[src/rtl/spi_mem_pkg.sv]
// Shared types and constants for the SPI memory slave.
//   instr_e : 3-bit opcode carried in the top of the header byte
//   state_e : frame FSM states
package spi_mem_pkg;

  localparam int          ADDR_W   = 5;
  localparam int          DATA_W   = 8;
  localparam logic [4:0]  MAX_ADDR = 5'h1F;

  typedef enum logic [2:0] {
    INS_WR  = 3'b001,
    INS_RD  = 3'b010,
    INS_BWR = 3'b011,
    INS_BRD = 3'b100
  } instr_e;

  typedef enum logic [2:0] {
    IDLE   = 3'd0,
    HDR    = 3'd1,
    WR     = 3'd2,
    RD     = 3'd3,
    IGNORE = 3'd4
  } state_e;

endpackage

[src/rtl/spi_sync_edge.sv]
// Synchronizes cs, sclk and mosi into the clk domain and detects sclk edges.
//   clk, rst_n           : system clock, synchronous active-low reset
//   cs, sclk, mosi       : raw pins
//   cs_s, mosi_s         : synchronized levels
//   sclk_rise, sclk_fall : single-clk strobes, one clk after the synced level moves
module spi_sync_edge #(
  parameter int SYNC_STAGES = 2
) (
  input  logic clk,
  input  logic rst_n,
  input  logic cs,
  input  logic sclk,
  input  logic mosi,
  output logic cs_s,
  output logic mosi_s,
  output logic sclk_rise,
  output logic sclk_fall
);

  logic [SYNC_STAGES-1:0] cs_q, sclk_q, mosi_q;
  logic                   sclk_d;

  // Chains clear to 0 so a low cs held through reset never looks like a
  // fresh cs assertion; the FSM waits for a synced high first.
  always_ff @(posedge clk) begin
    if (!rst_n) begin
      cs_q   <= '0;
      sclk_q <= '0;
      mosi_q <= '0;
      sclk_d <= 1'b0;
    end else begin
      cs_q   <= {cs_q[SYNC_STAGES-2:0],   cs};
      sclk_q <= {sclk_q[SYNC_STAGES-2:0], sclk};
      mosi_q <= {mosi_q[SYNC_STAGES-2:0], mosi};
      sclk_d <= sclk_q[SYNC_STAGES-1];
    end
  end

  assign cs_s      = cs_q[SYNC_STAGES-1];
  assign mosi_s    = mosi_q[SYNC_STAGES-1];
  assign sclk_rise =  sclk_q[SYNC_STAGES-1] & ~sclk_d;
  assign sclk_fall = ~sclk_q[SYNC_STAGES-1] &  sclk_d;

endmodule

[src/rtl/spi_mem_slave.sv]
// SPI mode-0 slave fronting a DEPTH x DATA_W register memory.
// Frame: 3-bit instr, 5-bit addr (MSB first), then data bytes.
//   clk, rst_n : system clock, synchronous active-low reset
//   cs         : chip select, active-low
//   sclk, mosi : serial clock / data from master
//   miso       : serial data to master, 0 outside the read data phase
//   busy       : frame active (state != IDLE)
//   err_pulse  : one-clk pulse on an invalid opcode
module spi_mem_slave #(
  parameter int DEPTH       = 32,
  parameter int DATA_W      = 8,
  parameter int SYNC_STAGES = 2
) (
  input  logic clk,
  input  logic rst_n,
  input  logic cs,
  input  logic sclk,
  input  logic mosi,
  output logic miso,
  output logic busy,
  output logic err_pulse
);
  import spi_mem_pkg::*;

  logic cs_s, mosi_s, sclk_rise, sclk_fall;

  spi_sync_edge #(.SYNC_STAGES(SYNC_STAGES)) u_sync (
    .clk       (clk),
    .rst_n     (rst_n),
    .cs        (cs),
    .sclk      (sclk),
    .mosi      (mosi),
    .cs_s      (cs_s),
    .mosi_s    (mosi_s),
    .sclk_rise (sclk_rise),
    .sclk_fall (sclk_fall)
  );

  logic [DEPTH-1:0][DATA_W-1:0] mem;
  state_e                       state;
  logic [2:0]                   instr;
  logic [ADDR_W-1:0]            addr;
  logic [DATA_W-1:0]            shift, rd_shift;
  logic [3:0]                   bit_cnt;
  logic                         at_end;   // burst has passed MAX_ADDR
  logic                         armed;    // synced cs seen high since reset

  logic [DATA_W-1:0] in_byte;
  logic [DATA_W-1:0] nxt_rd;
  logic [ADDR_W-1:0] nxt_addr;

  assign in_byte  = {shift[DATA_W-2:0], mosi_s};
  assign nxt_addr = addr + 1'b1;
  // Past the top address a burst read returns zeros instead of wrapping.
  assign nxt_rd   = (at_end || addr == MAX_ADDR) ? '0 : mem[nxt_addr];
  assign busy     = (state != IDLE);

  always_ff @(posedge clk) begin
    if (!rst_n) begin
      mem       <= '0;
      state     <= IDLE;
      instr     <= '0;
      addr      <= '0;
      shift     <= '0;
      rd_shift  <= '0;
      bit_cnt   <= '0;
      at_end    <= 1'b0;
      armed     <= 1'b0;
      miso      <= 1'b0;
      err_pulse <= 1'b0;
    end else begin
      err_pulse <= 1'b0;
      if (cs_s) armed <= 1'b1;

      // cs release beats any sclk edge in the same clk; partial byte dropped.
      if (state != IDLE && cs_s) begin
        state   <= IDLE;
        miso    <= 1'b0;
        bit_cnt <= '0;
        shift   <= '0;
      end else begin
        case (state)
          IDLE: begin
            if (armed && !cs_s) begin
              state   <= HDR;
              bit_cnt <= '0;
              shift   <= '0;
              at_end  <= 1'b0;
            end
          end

          HDR: begin
            if (sclk_rise) begin
              if (bit_cnt == 4'd7) begin
                instr   <= in_byte[7:5];
                addr    <= in_byte[4:0];
                bit_cnt <= '0;
                case (in_byte[7:5])
                  INS_WR, INS_BWR: state <= WR;
                  INS_RD, INS_BRD: begin
                    state    <= RD;
                    rd_shift <= mem[in_byte[4:0]];
                  end
                  default: begin
                    state     <= IGNORE;
                    err_pulse <= 1'b1;
                  end
                endcase
              end else begin
                shift   <= in_byte;
                bit_cnt <= bit_cnt + 4'd1;
              end
            end
          end

          WR: begin
            if (sclk_rise) begin
              if (bit_cnt == 4'd7) begin
                bit_cnt <= '0;
                if (!at_end) mem[addr] <= in_byte;
                if (instr == INS_WR)       state  <= IGNORE;
                else if (addr == MAX_ADDR) at_end <= 1'b1;
                else                       addr   <= nxt_addr;
              end else begin
                shift   <= in_byte;
                bit_cnt <= bit_cnt + 4'd1;
              end
            end
          end

          // Fall 0 is the header's last fall and presents the MSB; falls
          // 1..7 present the remaining bits; fall 8 closes the byte and, in a
          // burst, already presents the next byte's MSB.
          RD: begin
            if (sclk_fall) begin
              if (bit_cnt == 4'd8) begin
                if (instr == INS_RD) begin
                  state <= IGNORE;
                  miso  <= 1'b0;
                end else begin
                  if (addr == MAX_ADDR) at_end <= 1'b1;
                  else                  addr   <= nxt_addr;
                  miso     <= nxt_rd[DATA_W-1];
                  rd_shift <= {nxt_rd[DATA_W-2:0], 1'b0};
                  bit_cnt  <= 4'd1;
                end
              end else begin
                miso     <= rd_shift[DATA_W-1];
                rd_shift <= {rd_shift[DATA_W-2:0], 1'b0};
                bit_cnt  <= bit_cnt + 4'd1;
              end
            end
          end

          IGNORE: miso <= 1'b0;

          default: state <= IDLE;
        endcase
      end
    end
  end

endmodule

[config.mk]
export PLATFORM = sky130hd
export DESIGN_NAME = spi_mem_slave
export DESIGN_NICKNAME = d
export VERILOG_FILES = /design/src/rtl/spi_mem_pkg.sv /design/src/rtl/spi_sync_edge.sv /design/src/rtl/spi_mem_slave.sv
export SDC_FILE = /design/constraint.sdc
export NUM_CORES = 1
export LEC_CHECK = 0
export ABC_AREA = 1
export BUFFER_PORTS_ARGS = -buffer_cell sky130_fd_sc_hd__buf_2
export CAP_MARGIN = 20
export CORE_ASPECT_RATIO = 1.2
export CORE_MARGIN = 4
export CORE_UTILIZATION = 54
export DETAILED_ROUTE_END_ITERATION = 8
export PLACE_DENSITY_LB_ADDON = 0.25
export RECOVER_POWER = 25
export SYNTH_ARGS = -nofsm -noshare
export SYNTH_HDL_FRONTEND = slang
export SYNTH_SLANG_ARGS = --single-unit
[constraint.sdc]
create_clock -name clk -period 4.4 [get_ports clk]
set_input_delay 0.66 -clock clk [delete_from_list [all_inputs] [get_ports clk]]
set_output_delay 0.66 -clock clk [all_outputs]
set_load 0.02 [all_outputs]
==> results.yml <==
timing:
  slew_viol_final: 0
  min_period_ps: 3735
  finalWorstSetupSlack_ps: 665.4
  report.final.setup_viol: 0
  worstMarginPinSlew_ps: 1277
  relSlewSlack_pct: 14.86
  finalSetupTns_ps: 0
  rsz0062_at_grt: "false"
  finClkSkew_ps: 32.86
  finalHoldViolCount: 0
  clock.fmax_mhz: 267.8
  min_period_over_period_pct: 84.88
worst_setup_path:
  r2r_cells: 12
  cp-startpoint: "addr[0]$_SDFFE_PN0P_"
  r2r_end: "rd_shift[5]$_SDFFE_PN0P_"
  startpoint_type: "flip-flop"
  cp.required_ps: 4850
  criticalPathCategory: "flip-flop to flip-flop"
  critPathCaptureType: "flip-flop"
  r2r_start: "addr[0]$_SDFFE_PN0P_"
  worst_ep_arrival_time_ps: 4180
  worstSetupEndpoint: "rd_shift[5]$_SDFFE_PN0P_"
  r2r_slack_ps: 670
  critPathMaxFanout: 59
clock_tree:
  clock_latency_ps: 540
  clock-sinks: 297
  cts_buffers: 34
  clkSlewWorstSetupHoldPaths_ps: 60
  root_buffer: "clkbuf_16"
  cts_hold_buf: 0
  cts-resized-gates: 0
  cts_setup_buffers: 0
  cts_buffer_depth: 3
  cts_max_level: 2
  cts_tree: "yes"
die:
  io_pins: 8
  initial_core_util_pct: 55.18
  core-area_sq_um: 29010
  die_area_sq_um: 32480
  rows: 68
  die_h_um: 196.6
  fp.dieW_um: 165.2
grt:
  grt_pass1_vias: 15871
  grt_max_degree: 187
  grt_antenna_before_repair: 0
  grt_overflow: 0
  grt_pass1_wl_um: 86660
  track_usage_pct: 33.11
yosys:
  yosysUniqueCellTypes: 26
  syn_nets: 2574
  seq_area_frac_synth_pct: 37.14
  yosys_warnings: 0
  synth_top_area_share_pct: 37.14
  yosys-top-cells-area: "dfxtp_1, nand2_1, nand3_1"
  synth.avg_cell_area_sq_um: 6.252
  syn_inst: 2561
  syn_area_sq_um: 16010
  synth_edf_count: 0
  synthFlopType: "dfxtp_1"
  async_flop_share_pct: 0
  ys_seq_elements: 297
  synth.most_common_cell: "nand2_1"
  ys_top_cells_by_count: "nand2_1, nand3_1, o21ai_0, dfxtp_1, a21oi_1"
  yosysTopAreaCell: "dfxtp_1"
min_path:
  hold-path-cell-count: 3
  hold_path.class: "input pin to flip-flop"
routing:
  wl_um: 54940
  post_drt_wl_per_cell_um: 19.32
  remaining_drc_errors: 0
  ant_nets: 0
  vias: 17183
  drt-initial-drc-count: 2131
  via_per_inst: 6.042
  drt_first_pass_iters: 6
pwr:
  intPower_mw: 5.830
  p_switching_mw: 4.519
  sw_frac_of_total_pct: 43.66
  power_leakage_nw: 6.512
  ir_worst_vdd_mv: 0.5301
  p_clk_share_pct: 29.7
  seq_power_share_pct: 28.3
  power_density_nw_per_um2: 601.2
  comb_power_share_pct: 42.0
layout:
  multi_input_comb_area_sq_um: 8469
  final_nets: 2447
  fillers: 2820
  area_growth_pct: 7.526
  drive_gt1_share_pct: 4.107
  diodes: 0
  seq_area_sq_um: 5956
placement:
  place.gp.congestion: 0.9522
  pre_cts_ws_ps: 1282
  post-dp-hpwl_um: 32720
  port_buffers: 7
status:
  status: "completed"
job:
  drv_cap: 0
cells by family after synthesis:
group                      after synthesis  share of synthesized area [%]
xor gates and xnor gates                 2                         0.1094
and+or+nand+nor                       1209                          31.91
adders and majority gates                8                         0.6252
buffers and inverters                  412                          10.01
AOI/OAI and AO/OA                      633                          20.21
DFF                                    297                          37.14
power by group through the flow:
stage	clock (mW)	combinational, mW	sequential [mW]
after floorplan	0	2.90	2.90
after global placement	0	4.18	2.98
after detailed placement	0	4.18	2.98
after CTS	3.10	4.20	2.93
after global routing	3.20	4.67	2.94
final	3.07	4.34	2.93
metrics by stage:
stage	hold slack, ps	std cells	power (mW)	instance area [sq um]	utilization [%]
2_1_floorplan	390.5	2561	5.800	16010	-
3_3_place_gp	391.4	2779	7.163	16010	55.19
3_5_place_dp	398.8	2779	7.168	16010	55.19
4_1_cts	309.8	2840	10.23	17220	59.35
5_1_grt	331.6	2844	10.81	17220	59.34
6_report	319.6	2844	10.35	17220	59.34
worst max-delay path, stage by stage (launching register included):
cell and delay [ps]:
dfxtp_4 540, clkbuf_2 1010, ha_1 370, nand2_1 70
nand2_1 390, buf_4 460, nand3_1 150, nand3_1 190
nand3_1 120, nand3_1 90, nand3_1 90, nand2_1 70
inv_1 30
how the worst min path moves through the flow:
stage | start | end
floorplan | u_sync.cs_q[0]$_SDFF_PN0_ | u_sync.cs_q[1]$_SDFF_PN0_
global placement | u_sync.mosi_q[0]$_SDFF_PN0_ | u_sync.mosi_q[1]$_SDFF_PN0_
detailed placement | u_sync.cs_q[0]$_SDFF_PN0_ | u_sync.cs_q[1]$_SDFF_PN0_
CTS | mosi | u_sync.mosi_q[0]$_SDFF_PN0_
global route | mosi | u_sync.mosi_q[0]$_SDFF_PN0_
finish | mosi | u_sync.mosi_q[0]$_SDFF_PN0_
final cells by class:
type                    count  share of cell area (%)
inverters                 209                   4.579
multi-input cells        1852                   49.20
repair buffers             40                   1.824
well taps                 385                   2.798
clock buffers              46                   5.553
flip-flops and latches    297                   34.60
clock inverters            15                   1.454
per-layer routing:
layer | part of all wire, % | global-route usage, %
met5 | 0 | 0
met4 | 5.0 | 15.84
met3 | 10 | 5.585
met2 | 45 | 51.62
met1 | 40 | 44.60
cell usage in the layout, fill, tap and decap left out, types with 5 or more instances in the layout:
master / netlist / layout
clkbuf_16: 0 / 34
o211ai_1: 17 / 17
dfxtp_1: 297 / 293
clkinv_2: 0 / 5
o21ai_0: 318 / 318
nor2_1: 173 / 174
ha_1: 8 / 7
nor3_1: 11 / 12
a21oi_1: 288 / 288
nor4_1: 5 / 5
clkbuf_8: 0 / 6
inv_1: 205 / 202
clkbuf_1: 146 / 15
bufinv_16: 0 / 6
nand2_1: 604 / 603
nand3_1: 405 / 405
buf_4: 5 / 21
a211oi_1: 9 / 9
sequential cells by signal, indices dropped and copies added, names as in the netlist:
register and flops:
instr 3, rd_shift 8, mem 256, u_sync.sclk_q 2, shift 7, u_sync.mosi_q 2, at_end 1, miso 1
err_pulse 1, armed 1, state 3, addr 5, u_sync.sclk_d 1, bit_cnt 4, u_sync.cs_q 2
Power figures use the tool's default switching activity.
